[config.mk]
export PLATFORM = sky130hd
export DESIGN_NAME = pulse_sched
export DESIGN_NICKNAME = d
export VERILOG_FILES = /design/src/rtl/pulse_sched_pkg.sv /design/src/rtl/pulse_sched_ch.sv /design/src/rtl/pulse_sched.sv
export SDC_FILE = /design/constraint.sdc
export NUM_CORES = 1
export LEC_CHECK = 0
export BUFFER_PORTS_ARGS = -buffer_cell sky130_fd_sc_hd__clkbuf_2
export CAP_MARGIN = 5
export CORE_ASPECT_RATIO = 1.25
export CORE_MARGIN = 3
export CORE_UTILIZATION = 51
export CTS_CLUSTER_SIZE = 20
export DETAILED_ROUTE_END_ITERATION = 10
export PLACE_DENSITY = 0.71
export SLEW_MARGIN = 20
export SYNTH_ARGS = -nofsm -noshare
export SYNTH_HDL_FRONTEND = slang
export SYNTH_HIERARCHICAL = 1
export SYNTH_SLANG_ARGS = --single-unit
export TNS_END_PERCENT = 10
[constraint.sdc]
create_clock -name i_clk -period 2.2 [get_ports i_clk]
set_input_delay 0.22 -clock i_clk [delete_from_list [all_inputs] [get_ports i_clk]]
set_output_delay 0.22 -clock i_clk [all_outputs]
set_load 0.02 [all_outputs]
[src/rtl/pulse_sched_pkg.sv]
// Shared types and helpers for the multi-channel pulse scheduler.
// Holds the channel state encoding and the configuration legality check.
package pulse_sched_pkg;

    // Widest counter the legality helper handles.
    localparam int MAX_CNT_W = 32;

    typedef enum logic [1:0] {
        IDLE = 2'd0,
        HIGH = 2'd1,
        LOW  = 2'd2
    } pulse_state_t;

    // A pulse needs at least one high and one low cycle.
    function automatic logic cfg_legal(
        input logic [MAX_CNT_W-1:0] period,
        input logic [MAX_CNT_W-1:0] width
    );
        return (period >= 32'd2) && (width >= 32'd1) && (width < period);
    endfunction

endpackage

[src/rtl/pulse_sched_ch.sv]
// One pulse timer: IDLE/HIGH/LOW FSM, cycle counter and stored config.
// Ports: i_clk/i_rst_n; i_cfg_we + period/width/oneshot config write;
// i_start/i_stop strobes; o_pulse, o_busy, o_done (all registered).
module pulse_sched_ch #(
    parameter int CNT_W = 16
) (
    input  logic             i_clk,
    input  logic             i_rst_n,
    input  logic             i_cfg_we,
    input  logic [CNT_W-1:0] i_cfg_period,
    input  logic [CNT_W-1:0] i_cfg_width,
    input  logic             i_cfg_oneshot,
    input  logic             i_start,
    input  logic             i_stop,
    output logic             o_pulse,
    output logic             o_busy,
    output logic             o_done
);
    import pulse_sched_pkg::*;

    typedef struct packed {
        logic [CNT_W-1:0] period;
        logic [CNT_W-1:0] width;
        logic             oneshot;
    } cfg_t;

    pulse_state_t     state_q, state_d;
    logic [CNT_W-1:0] cnt_q, cnt_d;
    cfg_t             cfg_q, cfg_d;
    logic             cfg_ok_q, cfg_ok_d;
    logic             pulse_q, pulse_d;
    logic             busy_q, busy_d;
    logic             done_q, done_d;

    always_comb begin
        state_d  = state_q;
        cnt_d    = cnt_q;
        cfg_d    = cfg_q;
        cfg_ok_d = cfg_ok_q;
        done_d   = 1'b0;

        // Config only lands while idle, so a running pulse train is stable.
        if (i_cfg_we && state_q == IDLE) begin
            cfg_d.period  = i_cfg_period;
            cfg_d.width   = i_cfg_width;
            cfg_d.oneshot = i_cfg_oneshot;
            cfg_ok_d      = 1'b1;
        end

        unique case (state_q)
            IDLE: begin
                if (i_start && cfg_ok_q && !i_stop) begin
                    state_d = HIGH;
                    cnt_d   = CNT_W'(1);
                end
            end
            HIGH: begin
                if (i_stop) begin
                    state_d = IDLE;
                end else begin
                    cnt_d = cnt_q + CNT_W'(1);
                    if (cnt_q == cfg_q.width) begin
                        state_d = LOW;
                    end
                end
            end
            LOW: begin
                if (i_stop) begin
                    state_d = IDLE;
                end else if (cnt_q == cfg_q.period) begin
                    if (cfg_q.oneshot) begin
                        state_d = IDLE;
                        done_d  = 1'b1;
                    end else begin
                        state_d = HIGH;
                        cnt_d   = CNT_W'(1);
                    end
                end else begin
                    cnt_d = cnt_q + CNT_W'(1);
                end
            end
            default: begin
                state_d = IDLE;
            end
        endcase

        pulse_d = (state_d == HIGH);
        busy_d  = (state_d != IDLE);
    end

    always_ff @(posedge i_clk or negedge i_rst_n) begin
        if (!i_rst_n) begin
            state_q  <= IDLE;
            cnt_q    <= '0;
            cfg_q    <= '0;
            cfg_ok_q <= 1'b0;
            pulse_q  <= 1'b0;
            busy_q   <= 1'b0;
            done_q   <= 1'b0;
        end else begin
            state_q  <= state_d;
            cnt_q    <= cnt_d;
            cfg_q    <= cfg_d;
            cfg_ok_q <= cfg_ok_d;
            pulse_q  <= pulse_d;
            busy_q   <= busy_d;
            done_q   <= done_d;
        end
    end

    assign o_pulse = pulse_q;
    assign o_busy  = busy_q;
    assign o_done  = done_q;

endmodule

[src/rtl/pulse_sched.sv]
// Multi-channel periodic pulse scheduler top: config decode, ready mux,
// error strobe and NUM_CH timer channels. Ports: i_clk/i_rst_n; cfg
// valid/ready port with ch/period/width/oneshot and o_cfg_err; per-channel
// i_start/i_stop; per-channel o_pulse/o_busy/o_done.
module pulse_sched #(
    parameter  int NUM_CH = 4,
    parameter  int CNT_W  = 16,
    localparam int CH_W   = (NUM_CH > 1) ? $clog2(NUM_CH) : 1
) (
    input  logic              i_clk,
    input  logic              i_rst_n,
    input  logic              i_cfg_valid,
    output logic              o_cfg_ready,
    input  logic [CH_W-1:0]   i_cfg_ch,
    input  logic [CNT_W-1:0]  i_cfg_period,
    input  logic [CNT_W-1:0]  i_cfg_width,
    input  logic              i_cfg_oneshot,
    output logic              o_cfg_err,
    input  logic [NUM_CH-1:0] i_start,
    input  logic [NUM_CH-1:0] i_stop,
    output logic [NUM_CH-1:0] o_pulse,
    output logic [NUM_CH-1:0] o_busy,
    output logic [NUM_CH-1:0] o_done
);
    import pulse_sched_pkg::*;

    logic              cfg_ready;
    logic              cfg_xfer;
    logic              cfg_ok;
    logic [NUM_CH-1:0] cfg_we;
    logic              cfg_err_q, cfg_err_d;

    // Channel indices beyond NUM_CH match nothing and so never become ready.
    always_comb begin
        cfg_ready = 1'b0;
        for (int i = 0; i < NUM_CH; i++) begin
            if (i_cfg_ch == CH_W'(i)) begin
                cfg_ready = !o_busy[i];
            end
        end
    end

    assign cfg_xfer = i_cfg_valid && cfg_ready;
    assign cfg_ok   = cfg_legal(MAX_CNT_W'(i_cfg_period),
                                MAX_CNT_W'(i_cfg_width));

    always_comb begin
        cfg_we = '0;
        for (int i = 0; i < NUM_CH; i++) begin
            cfg_we[i] = cfg_xfer && cfg_ok && (i_cfg_ch == CH_W'(i));
        end
        cfg_err_d = cfg_xfer && !cfg_ok;
    end

    always_ff @(posedge i_clk or negedge i_rst_n) begin
        if (!i_rst_n) begin
            cfg_err_q <= 1'b0;
        end else begin
            cfg_err_q <= cfg_err_d;
        end
    end

    for (genvar g = 0; g < NUM_CH; g++) begin : g_ch
        pulse_sched_ch #(
            .CNT_W(CNT_W)
        ) u_ch (
            .i_clk        (i_clk),
            .i_rst_n      (i_rst_n),
            .i_cfg_we     (cfg_we[g]),
            .i_cfg_period (i_cfg_period),
            .i_cfg_width  (i_cfg_width),
            .i_cfg_oneshot(i_cfg_oneshot),
            .i_start      (i_start[g]),
            .i_stop       (i_stop[g]),
            .o_pulse      (o_pulse[g]),
            .o_busy       (o_busy[g]),
            .o_done       (o_done[g])
        );
    end

    assign o_cfg_ready = cfg_ready;
    assign o_cfg_err   = cfg_err_q;

endmodule

==> flow_summary.yaml, run 1 <==
global_routing:
  gr-total-overflow: 0
  grt_max_degree: 58
  grt_pass1_wl_mm: 52.60
  grt_pass1_vias: 9609
  grt_usage: 0.2501
  antenna_found_initial: 0
sta:
  finClkSkew_ns: 0.01745
  tightest_slew_ns: 0.4549
  relSlewSlack: 0.6939
  fmax_mhz: 424.8
  worst_slack_ns: -0.1540
  hold_viol: 0
  finalSetupViolations: 100
  hold_slack_ns: 0.1127
  timing.final.crit_share: 1.070
  rsz0062_at_grt: "yes"
  slew_viol_final: 0
  period_needed_ns: 2.354
synth:
  ys_seq_area_frac: 0.4476
  yosysMostFrequentCell: "dfrtp_1"
  async_flop_share: 1.000
  synthCells: 1132
  synth_largest_area_cell: "dfrtp_1"
  yosysWarnings: 6
  synth_top_area_share: 0.4476
  ys_top_cells_by_count: "221 x dfrtp_1, 132 x mux2_2, 97 x nand2_1"
  yosys-top-cells-area: "dfrtp_1 45%, mux2_2 12%, xnor2_1 5.4%, ha_1 3.5%, xor2_1 3.4%"
  ys.flop_type: "dfrtp_1"
  yosys.cell_types.count: 66
  synth.cell_area_sq_um: 12350
  syn_avg_cell_area_sq_um: 10.91
  ys_ff_latch: 221
  syn-num-nets: 1213
  synth_edf_count: 0
detailed_routing:
  ant_nets: 0
  drt-wirelength-per-cell_microns: 20.27
  drc: 0
  viasPerCell: 5.719
  routed_wl_mm: 33.01
  drtIter0Drc: 548
  firstDrtPassIters: 5
  vias: 9317
min_path:
  hold-path-cell-count: 3
  hold_class: "in2reg"
worst_setup_path:
  critPathLaunchType: "register"
  crit_buf_inv: 3
  crit_path_end_kind: "register"
  cpLargestDelayFamily: "multiplexers"
  crit_required_ns: 2.60
  cpPeakStageDelay_ns: 0.53
  reg2reg_slack_ns: -0.15
  cp_slowest_cell: "mux4_2"
  worstPathArrival_ns: 2.75
  path_cells: "mux4_2, nor2b_4, nand4_4, buf_4, nor3_4, buf_6, nand2_8, clkbuf_16, mux2_2"
  rr_worst_depth: 9
  path_depth: 9
  path_class: "reg2reg"
  critical_path_peak_fanout: 17
flow_run:
  cap_viol_max_count: 0
placed_design:
  place_ws_ns: -0.5537
  io_buffers: 59
  globalplace.congestion: 0.9834
  hpwl_mm: 23.69
die:
  core_area_sq_um: 23810
  start_util: 0.5190
  fp.dieArea_sq_um: 26140
  die_height_microns: 180.0
  die_x_microns: 145.2
  io_pins: 60
  rows: 63
clocking:
  numCtsBuffers: 23
  path_clk_slew_ns: 0.06
  numClockSinks: 221
  clock_latency_ns: 0.53
  ctsRootBufferMaster: "clkbuf_16"
  clk_path_buf_depth: 3
  htreeDepth: 1
  cts_tree: "done"
power_and_ir_drop:
  peakVddDrop_mv: 0.5448
  p_leak_nw: 6.407
  power_density_nw_per_um2: 823.8
cells_and_area:
  antenna_cells: 0
  drive_above_1_share: 0.3405
  syn2layout_area_growth_pct: 20.64
  num-nets-final: 1368
status:
  violations: "setup timing"
  status: "finished, violations left"
==> worst paths after layout <==
kind | start | to
max in group asynchronous | i_rst_n | g_ch[3].u_ch/cfg_q[19]
worst max register to register | g_ch[0].u_ch/o_busy | g_ch[3].u_ch/cfg_q[16]
worst min-delay path | i_cfg_period[8] | g_ch[0].u_ch/cfg_q[25]
min in group asynchronous | i_rst_n | g_ch[0].u_ch/o_done
worst min register to register | g_ch[0].u_ch/cfg_ok_q | g_ch[0].u_ch/cfg_ok_q
worst max-delay path | g_ch[0].u_ch/o_busy | g_ch[3].u_ch/cfg_q[16]
==> cell type report <==
class	instances	area, sq um
Clock buffer	32	639.4
Tap cell	325	406.6
Timing Repair Buffer	200	1575
Multi-Input combinational cell	782	6362
Inverter	59	226.5
Fill cell	1901	8901
Clock inverter	10	162.7
Sequential cell	221	5532
==> through the flow <==
stage	power (W)	cells	TNS, ns	util	instance area [sq um]
2_1_floorplan	0.007172	1132	-0.01177	-	12530
3_3_place_gp	0.007928	1579	-53.00	0.5810	13830
3_5_place_dp	0.008069	1579	-54.52	0.5810	13830
4_1_cts	0.01226	1625	-8.889	0.6174	14700
5_1_grt	0.01284	1629	-18.47	0.6261	14900
6_report	0.01228	1629	-10.29	0.6261	14900
==> per-layer routing <==
| layer | share of wire | routed length [microns] | global-route usage |
|---|---|---|---|
| met2 | 0.50 | 16650 | 0.4343 |
| met5 | 0 | 0 | 0 |
| met1 | 0.41 | 13630 | 0.3213 |
| met4 | 0.035 | 1169 | 0.09426 |
| met3 | 0.047 | 1564 | 0.03145 |
==> power by group <==
| group | internal [W] | total, W | switching (W) |
|---|---|---|---|
| registers | 0.00482 | 0.00543 | 0.000615 |
| logic | 0.00142 | 0.00269 | 0.00127 |
| clock network | 0.00251 | 0.00415 | 0.00165 |
==> cell families (layout without fill, tap and decap cells) <==
logic type | after synthesis | after routing | share of synthesized area
AO/OA/AOI/OAI | 149 | 149 | 0.09449
XOR/XNOR | 128 | 128 | 0.09317
adder cells (fa/ha/maj) | 35 | 35 | 0.03545
buffers and inverters | 129 | 301 | 0.05449
flip-flops | 221 | 221 | 0.4476
multiplexers | 133 | 133 | 0.1221
AND/OR/NAND/NOR | 337 | 337 | 0.1526
==> placed cells by master (no fill, tap or decap), types with 30 or more instances in the layout <==
master,instances
dfrtp_1,220
mux2_2,131
buf_4,120
nand2_1,94
nand3_1,77
xnor2_1,76
clkbuf_2,58
inv_1,55
xor2_1,47
nand4_1,31
ha_1,30
==> tightest hold or removal path, delay by kind of cell <==
family                 cells  cell delay (ns)
muxes                      1             0.15
buffers and inverters      2             0.24
==> what timing repair did <==
item / CTS / global route
setup buffers: 0 / 1
cloned: 0 / 3
pin swaps: 0 / 6
hold buffers: 4 / 0
endpoints found under the hold margin: 56 / 0
endpoints found under the setup margin: 101 / 185
gates resized for setup: 3 / 24
==> state kept, by name, indices dropped and copies added, names as in the netlist <==
register            cells
g_ch.u_ch/cfg_q       132
g_ch.u_ch/cfg_ok_q      4
g_ch.u_ch/state_q       8
g_ch.u_ch/o_busy        4
g_ch.u_ch/o_done        4
o_cfg_err               1
g_ch.u_ch/cnt_q        64
g_ch.u_ch/o_pulse       4
(Power assumes the default switching activity.)
==> inputs of run 2 (changes only) <==
--- a/config.mk
+++ b/config.mk
@@ -5,14 +5,16 @@
 export SDC_FILE = /design/constraint.sdc
 export NUM_CORES = 1
 export LEC_CHECK = 0
-export BUFFER_PORTS_ARGS = -buffer_cell sky130_fd_sc_hd__clkbuf_2
 export CAP_MARGIN = 5
 export CORE_ASPECT_RATIO = 1.25
 export CORE_MARGIN = 3
 export CORE_UTILIZATION = 51
 export CTS_CLUSTER_SIZE = 20
 export DETAILED_ROUTE_END_ITERATION = 10
-export PLACE_DENSITY = 0.71
+export DONT_BUFFER_PORTS = 1
+export GPL_TIMING_DRIVEN = 0
+export PLACE_DENSITY = 0.69
+export SKIP_CTS_REPAIR_TIMING = 1
 export SLEW_MARGIN = 20
 export SYNTH_ARGS = -nofsm -noshare
 export SYNTH_HDL_FRONTEND = slang
==> run 2 against run 1 <==
  * The run ends with hold timing, setup timing left
  * Largest power group unchanged
  * Sequential share of layout area rose by 1.0 points
  * Count of clock-buffer cells in the layout down 5
  * Flip-flop and latch count did not move
==> flow_summary.yaml, run 2 (synthesis gave the netlist of run 1 again) <==
clocking:
  clock_latency_ns: 0.52
  clk_path_buf_depth: 3
  ctsRootBufferMaster: "clkbuf_16"
  cts_tree: "done"
  path_clk_slew_ns: 0.07
  htreeDepth: 1
  numCtsBuffers: 23
  numClockSinks: 221
die:
  die_height_microns: 180.0
  core_area_sq_um: 23810
  start_util: 0.5190
  io_pins: 60
  rows: 63
  fp.dieArea_sq_um: 26140
  die_x_microns: 145.2
sta:
  relSlewSlack: 0.5300
  hold_viol: 225
  finalSetupViolations: 154
  timing.final.crit_share: 1.115
  slew_viol_final: 0
  finClkSkew_ns: 0.01131
  fmax_mhz: 407.8
  period_needed_ns: 2.452
  tightest_slew_ns: 0.6985
  rsz0062_at_grt: "yes"
  worst_slack_ns: -0.2520
  hold_slack_ns: -0.5965
cells_and_area:
  seq_area_sq_um: 5537
  reg_top3: "g_ch.u_ch/cfg_q: 132 flops, g_ch.u_ch/cnt_q: 64 flops, g_ch.u_ch/state_q: 8 flops"
  nFillCells: 1962
  final_common_cell: "dfrtp_1"
  stdcell_area_sq_um: 14510
  largest_register_ffs: 132
  num-nets-final: 1288
  final_util: 0.6096
  syn2layout_area_growth_pct: 17.46
  multi_input_area_sq_um: 6430
  mostFrequentLayoutCells: "216 x dfrtp_1, 131 x mux2_2, 93 x nand2_1"
  drive_above_1_share: 0.2851
  top_register: "g_ch.u_ch/cfg_q"
worst_setup_path:
  crit_path_start: "g_ch[3].u_ch/o_busy"
  critPathLaunchType: "register"
  cpLargestDelayFamily: "multiplexers"
  rr_worst_depth: 7
  path_class: "reg2reg"
  path_depth: 7
  cpPeakStageDelay_ns: 0.55
  critical_path_peak_fanout: 10
  crit_path_end_kind: "register"
  worstPathArrival_ns: 2.85
  crit_required_ns: 2.60
  cp_slowest_cell: "mux4_2"
  rr_startpoint: "g_ch[3].u_ch/o_busy"
  path_cells: "mux4_2, nor2b_4, nand4_4, nor4b_4, nand2_2, clkbuf_8, mux2_2"
  crit_buf_inv: 1
detailed_routing:
  drtIter0Drc: 504
  drt-wirelength-per-cell_microns: 22.18
  drc: 0
  ant_nets: 0
  viasPerCell: 5.875
  vias: 9106
  firstDrtPassIters: 5
  routed_wl_mm: 34.38
global_routing:
  grt_usage: 0.2305
  gr-total-overflow: 0
  grt_pass1_vias: 8666
  antenna_found_initial: 1
  grt_pass1_wl_mm: 48.18
  grt_max_degree: 222
power_and_ir_drop:
  switching_power_w: 0.003434
  pwr-share-comb: 0.201
  p_int_w: 0.008658
  p_leak_nw: 6.020
  power_density_nw_per_um2: 833.3
  clockPowerShare: 0.349
  peakVddDrop_mv: 0.5837
  swShare: 0.2840
  sequentialPowerShare: 0.450
min_path:
  hold_class: "in2async"
placed_design:
  dpl_cell_area_sq_um: 12940
  place_ws_ns: -0.5178
  hpwl_mm: 21.31
  globalplace.congestion: 0.8554
  io_buffers: 0
status:
  violations: "hold timing, setup timing"
  status: "finished, violations left"
flow_run:
  cap_viol_max_count: 0
[run 2: cell types whose count changed in the layout (fill, tap and decap cells not counted), moves of 5 or more]
| cell | delta |
|---|---|
| clkbuf_8 | +6 |
| buf_12 | -11 |
| buf_8 | +5 |
| buf_6 | +13 |
| dlygate4sd3_1 | +33 |
| buf_4 | -99 |
| clkbuf_1 | -5 |
| clkbuf_2 | -57 |
| buf_2 | +31 |
[run 2: stage by stage]
step | power (W) | instances | setup TNS [ns]
2_1_floorplan | 0.007172 | 1132 | -0.01177
3_3_place_gp | 0.007550 | 1457 | -46.94
3_5_place_dp | 0.007642 | 1457 | -48.44
4_1_cts | 0.01190 | 1499 | -51.49
5_1_grt | 0.01261 | 1549 | -35.79
6_report | 0.01209 | 1550 | -23.00
[run 2: worst paths after layout]
kind | end | slack (ns)
worst min-delay path | g_ch[0].u_ch/o_done | -0.60
min in group i_clk | g_ch[1].u_ch/state_q[0] | -0.03
worst max-delay path | g_ch[1].u_ch/cfg_q[2] | -0.25
worst min register to register | g_ch[3].u_ch/cfg_ok_q | 0.47
worst max register to register | g_ch[1].u_ch/cfg_q[2] | -0.25
max in group asynchronous | g_ch[0].u_ch/cfg_q[29] | 2.33
[run 2: layer usage]
layer | global-route usage | part of all wire | vias up
met5 | 0 | 0.00038 | -
met4 | 0.09160 | 0.067 | 2
met3 | 0.04151 | 0.049 | 106
met2 | 0.3926 | 0.49 | 243
met1 | 0.2926 | 0.40 | 4561
li1 | - | - | 4194
[run 2: cell type report]
class,count,area share
Multi-Input combinational cell,782,0.4431
Sequential cell,221,0.3815
Clock buffer,27,0.04277
Buffer,70,0.04027
Timing Repair Buffer,50,0.03492
Tap cell,325,0.02802
Inverter,59,0.01561
Clock inverter,15,0.01362
Antenna cell,1,0.0001724
[run 2: power by group through the flow]
stage	sequential, W	combinational [W]	clock, W
floorplan	0.00531	0.00187	0
global placement	0.00547	0.00208	0
detailed placement	0.00549	0.00215	0
CTS	0.00542	0.00217	0.00430
global route	0.00552	0.00264	0.00445
finish	0.00544	0.00244	0.00422
[run 2: worst reg2reg max path, cell delays in order, from the launching register on]
cell and delay (ns):
dfrtp_2 0.48, mux4_2 0.55, nor2b_4 0.16, nand4_4 0.18, nor4b_4 0.30, nand2_2 0.16
clkbuf_8 0.22, mux2_2 0.29
==> inputs of run 3 (changes only) <==
--- a/config.mk
+++ b/config.mk
@@ -5,15 +5,15 @@
 export SDC_FILE = /design/constraint.sdc
 export NUM_CORES = 1
 export LEC_CHECK = 0
-export CAP_MARGIN = 5
 export CORE_ASPECT_RATIO = 1.25
-export CORE_MARGIN = 3
+export CORE_MARGIN = 1.5
 export CORE_UTILIZATION = 51
 export CTS_CLUSTER_SIZE = 20
 export DETAILED_ROUTE_END_ITERATION = 10
 export DONT_BUFFER_PORTS = 1
 export GPL_TIMING_DRIVEN = 0
 export PLACE_DENSITY = 0.69
+export SETUP_SLACK_MARGIN = 0.3
 export SKIP_CTS_REPAIR_TIMING = 1
 export SLEW_MARGIN = 20
 export SYNTH_ARGS = -nofsm -noshare
==> run 3 against run 2 <==
  * Final area rose by 1.7%
  * Critical path depth rose by 1
  * Sequential share of layout area down 0.61 points
  * Core utilization increased by 1.3 points
  * Hold slack lost 0.0042 ns
  * Non-clock buffer count rose by 6
  * Wire length increased by 1.7%
  * Register-to-register slack worse by 0.14 ns
  * Flip-flop and latch count did not move
  * The flow still finishes with violations (hold timing, setup timing)
  * First-iteration DRC count increased by 8.3%
  * Critical path type unchanged
==> flow_summary.yaml, run 3 (synthesis gave the netlist of run 1 again) <==
status:
  status: "finished, violations left"
  violations: "hold timing, setup timing"
clocking:
  cts_tree: "done"
  numCtsBuffers: 24
  htreeDepth: 1
  clk_path_buf_depth: 3
  clock_latency_ns: 0.53
  numClockSinks: 221
  path_clk_slew_ns: 0.06
  ctsRootBufferMaster: "clkbuf_16"
detailed_routing:
  drt-wirelength-per-cell_microns: 22.42
  routed_wl_mm: 34.96
  drc: 0
  drtIter0Drc: 546
  ant_nets: 0
  viasPerCell: 5.945
  firstDrtPassIters: 5
  vias: 9268
die:
  die_height_microns: 177.0
  start_util: 0.5207
  core_area_sq_um: 23730
  io_pins: 60
  die_x_microns: 142.2
  fp.dieArea_sq_um: 25170
  rows: 63
sta:
  hold_viol: 224
  tightest_slew_ns: 0.7160
  relSlewSlack: 0.5183
  slew_viol_final: 0
  worst_slack_ns: -0.3911
  finalSetupViolations: 147
  fmax_mhz: 385.9
  timing.final.crit_share: 1.178
  finClkSkew_ns: 0.01285
  rsz0062_at_grt: "yes"
  period_needed_ns: 2.591
  hold_slack_ns: -0.6007
power_and_ir_drop:
  peakVddDrop_mv: 0.9924
  p_leak_nw: 6.121
  finalPower_w: 0.01238
  power_density_nw_per_um2: 838.6
worst_setup_path:
  crit_path_end_kind: "register"
  path_cells: "mux4_2, nor2b_4, nand4_4, nor4b_4, nand2_4, buf_12, buf_8, mux2_2"
  crit_required_ns: 2.60
  critPathLaunchType: "register"
  critical_path_peak_fanout: 10
  worstPathArrival_ns: 2.99
  rr_worst_depth: 8
  path_class: "reg2reg"
  cpPeakStageDelay_ns: 0.59
  path_depth: 8
  cp_slowest_cell: "mux4_2"
  cpLargestDelayFamily: "multiplexers"
  crit_buf_inv: 2
cells_and_area:
  drive_above_1_share: 0.2967
  final_util: 0.6222
  mostFrequentLayoutCells: "212 x dfrtp_1, 131 x mux2_2, 93 x nand2_1"
  num-nets-final: 1295
  final_common_cell: "dfrtp_1"
  largest_register_ffs: 132
  stdcell_area_sq_um: 14760
  syn2layout_area_growth_pct: 19.49
  top_register: "g_ch.u_ch/cfg_q"
  reg_top3: "g_ch.u_ch/cfg_q: 132 flops, g_ch.u_ch/cnt_q: 64 flops, g_ch.u_ch/state_q: 8 flops"
flow_run:
  cap_viol_max_count: 0
placed_design:
  dpl_cell_area_sq_um: 12940
  place_ws_ns: -0.6378
  globalplace.congestion: 0.8445
  hpwl_mm: 21.42
  io_buffers: 0
global_routing:
  gr-total-overflow: 0
  grt_usage: 0.2507
  antenna_found_initial: 1
  grt_max_degree: 222
  grt_pass1_wl_mm: 48.86
  grt_pass1_vias: 8817
min_path:
  hold_class: "in2async"
run 3: area by class of cell:
type                       instances  area (sq um)
sequential                       221          5542
antenna                            4         10.01
multi-input combinational        782          6540
tap                              325         406.6
buffer                            70         624.3
fill                            1829          8965
timing repair buffer              56         554.3
clock inverter                     7         135.1
clock buffer                      35         723.2
inverter                          59         226.5
run 3: metrics by stage:
stage	std cells	setup TNS, ns
floorplan	1132	-0.01177
global placement	1457	-65.28
detailed placement	1457	-68.37
CTS	1499	-72.00
global route	1555	-53.39
finish	1559	-40.65
run 3: where the power goes:
| part | switching (W) | leakage [nW] | total, W | internal [W] |
|---|---|---|---|---|
| combinational | 0.00116 | 2.93 | 0.00254 | 0.00138 |
| sequential | 0.000643 | 2.76 | 0.00546 | 0.00482 |
| clock | 0.00165 | 0.424 | 0.00438 | 0.00273 |
run 3: path summary, 6_finish.rpt:
path	from	endpoint	slack (ns)
min in group i_clk	i_stop[0]	g_ch[0].u_ch/o_pulse	-0.01
max	g_ch[1].u_ch/o_busy	g_ch[2].u_ch/cfg_q[15]	-0.39
min reg2reg	g_ch[1].u_ch/cfg_ok_q	g_ch[1].u_ch/cfg_ok_q	0.47
min	i_rst_n	g_ch[2].u_ch/cnt_q[8]	-0.60
max in group asynchronous	i_rst_n	g_ch[0].u_ch/cnt_q[14]	2.52
max reg2reg	g_ch[1].u_ch/o_busy	g_ch[2].u_ch/cfg_q[15]	-0.39
run 3: routing by layer:
metal / wire, microns / vias to the layer above / global-route usage / share of wire
met5: 0 / - / 0 / 0
met4: 2271 / 0 / 0.07431 / 0.065
met3: 2131 / 121 / 0.03788 / 0.061
met2: 17250 / 321 / 0.4407 / 0.49
met1: 13310 / 4631 / 0.3192 / 0.38
li1: - / 4195 / - / -
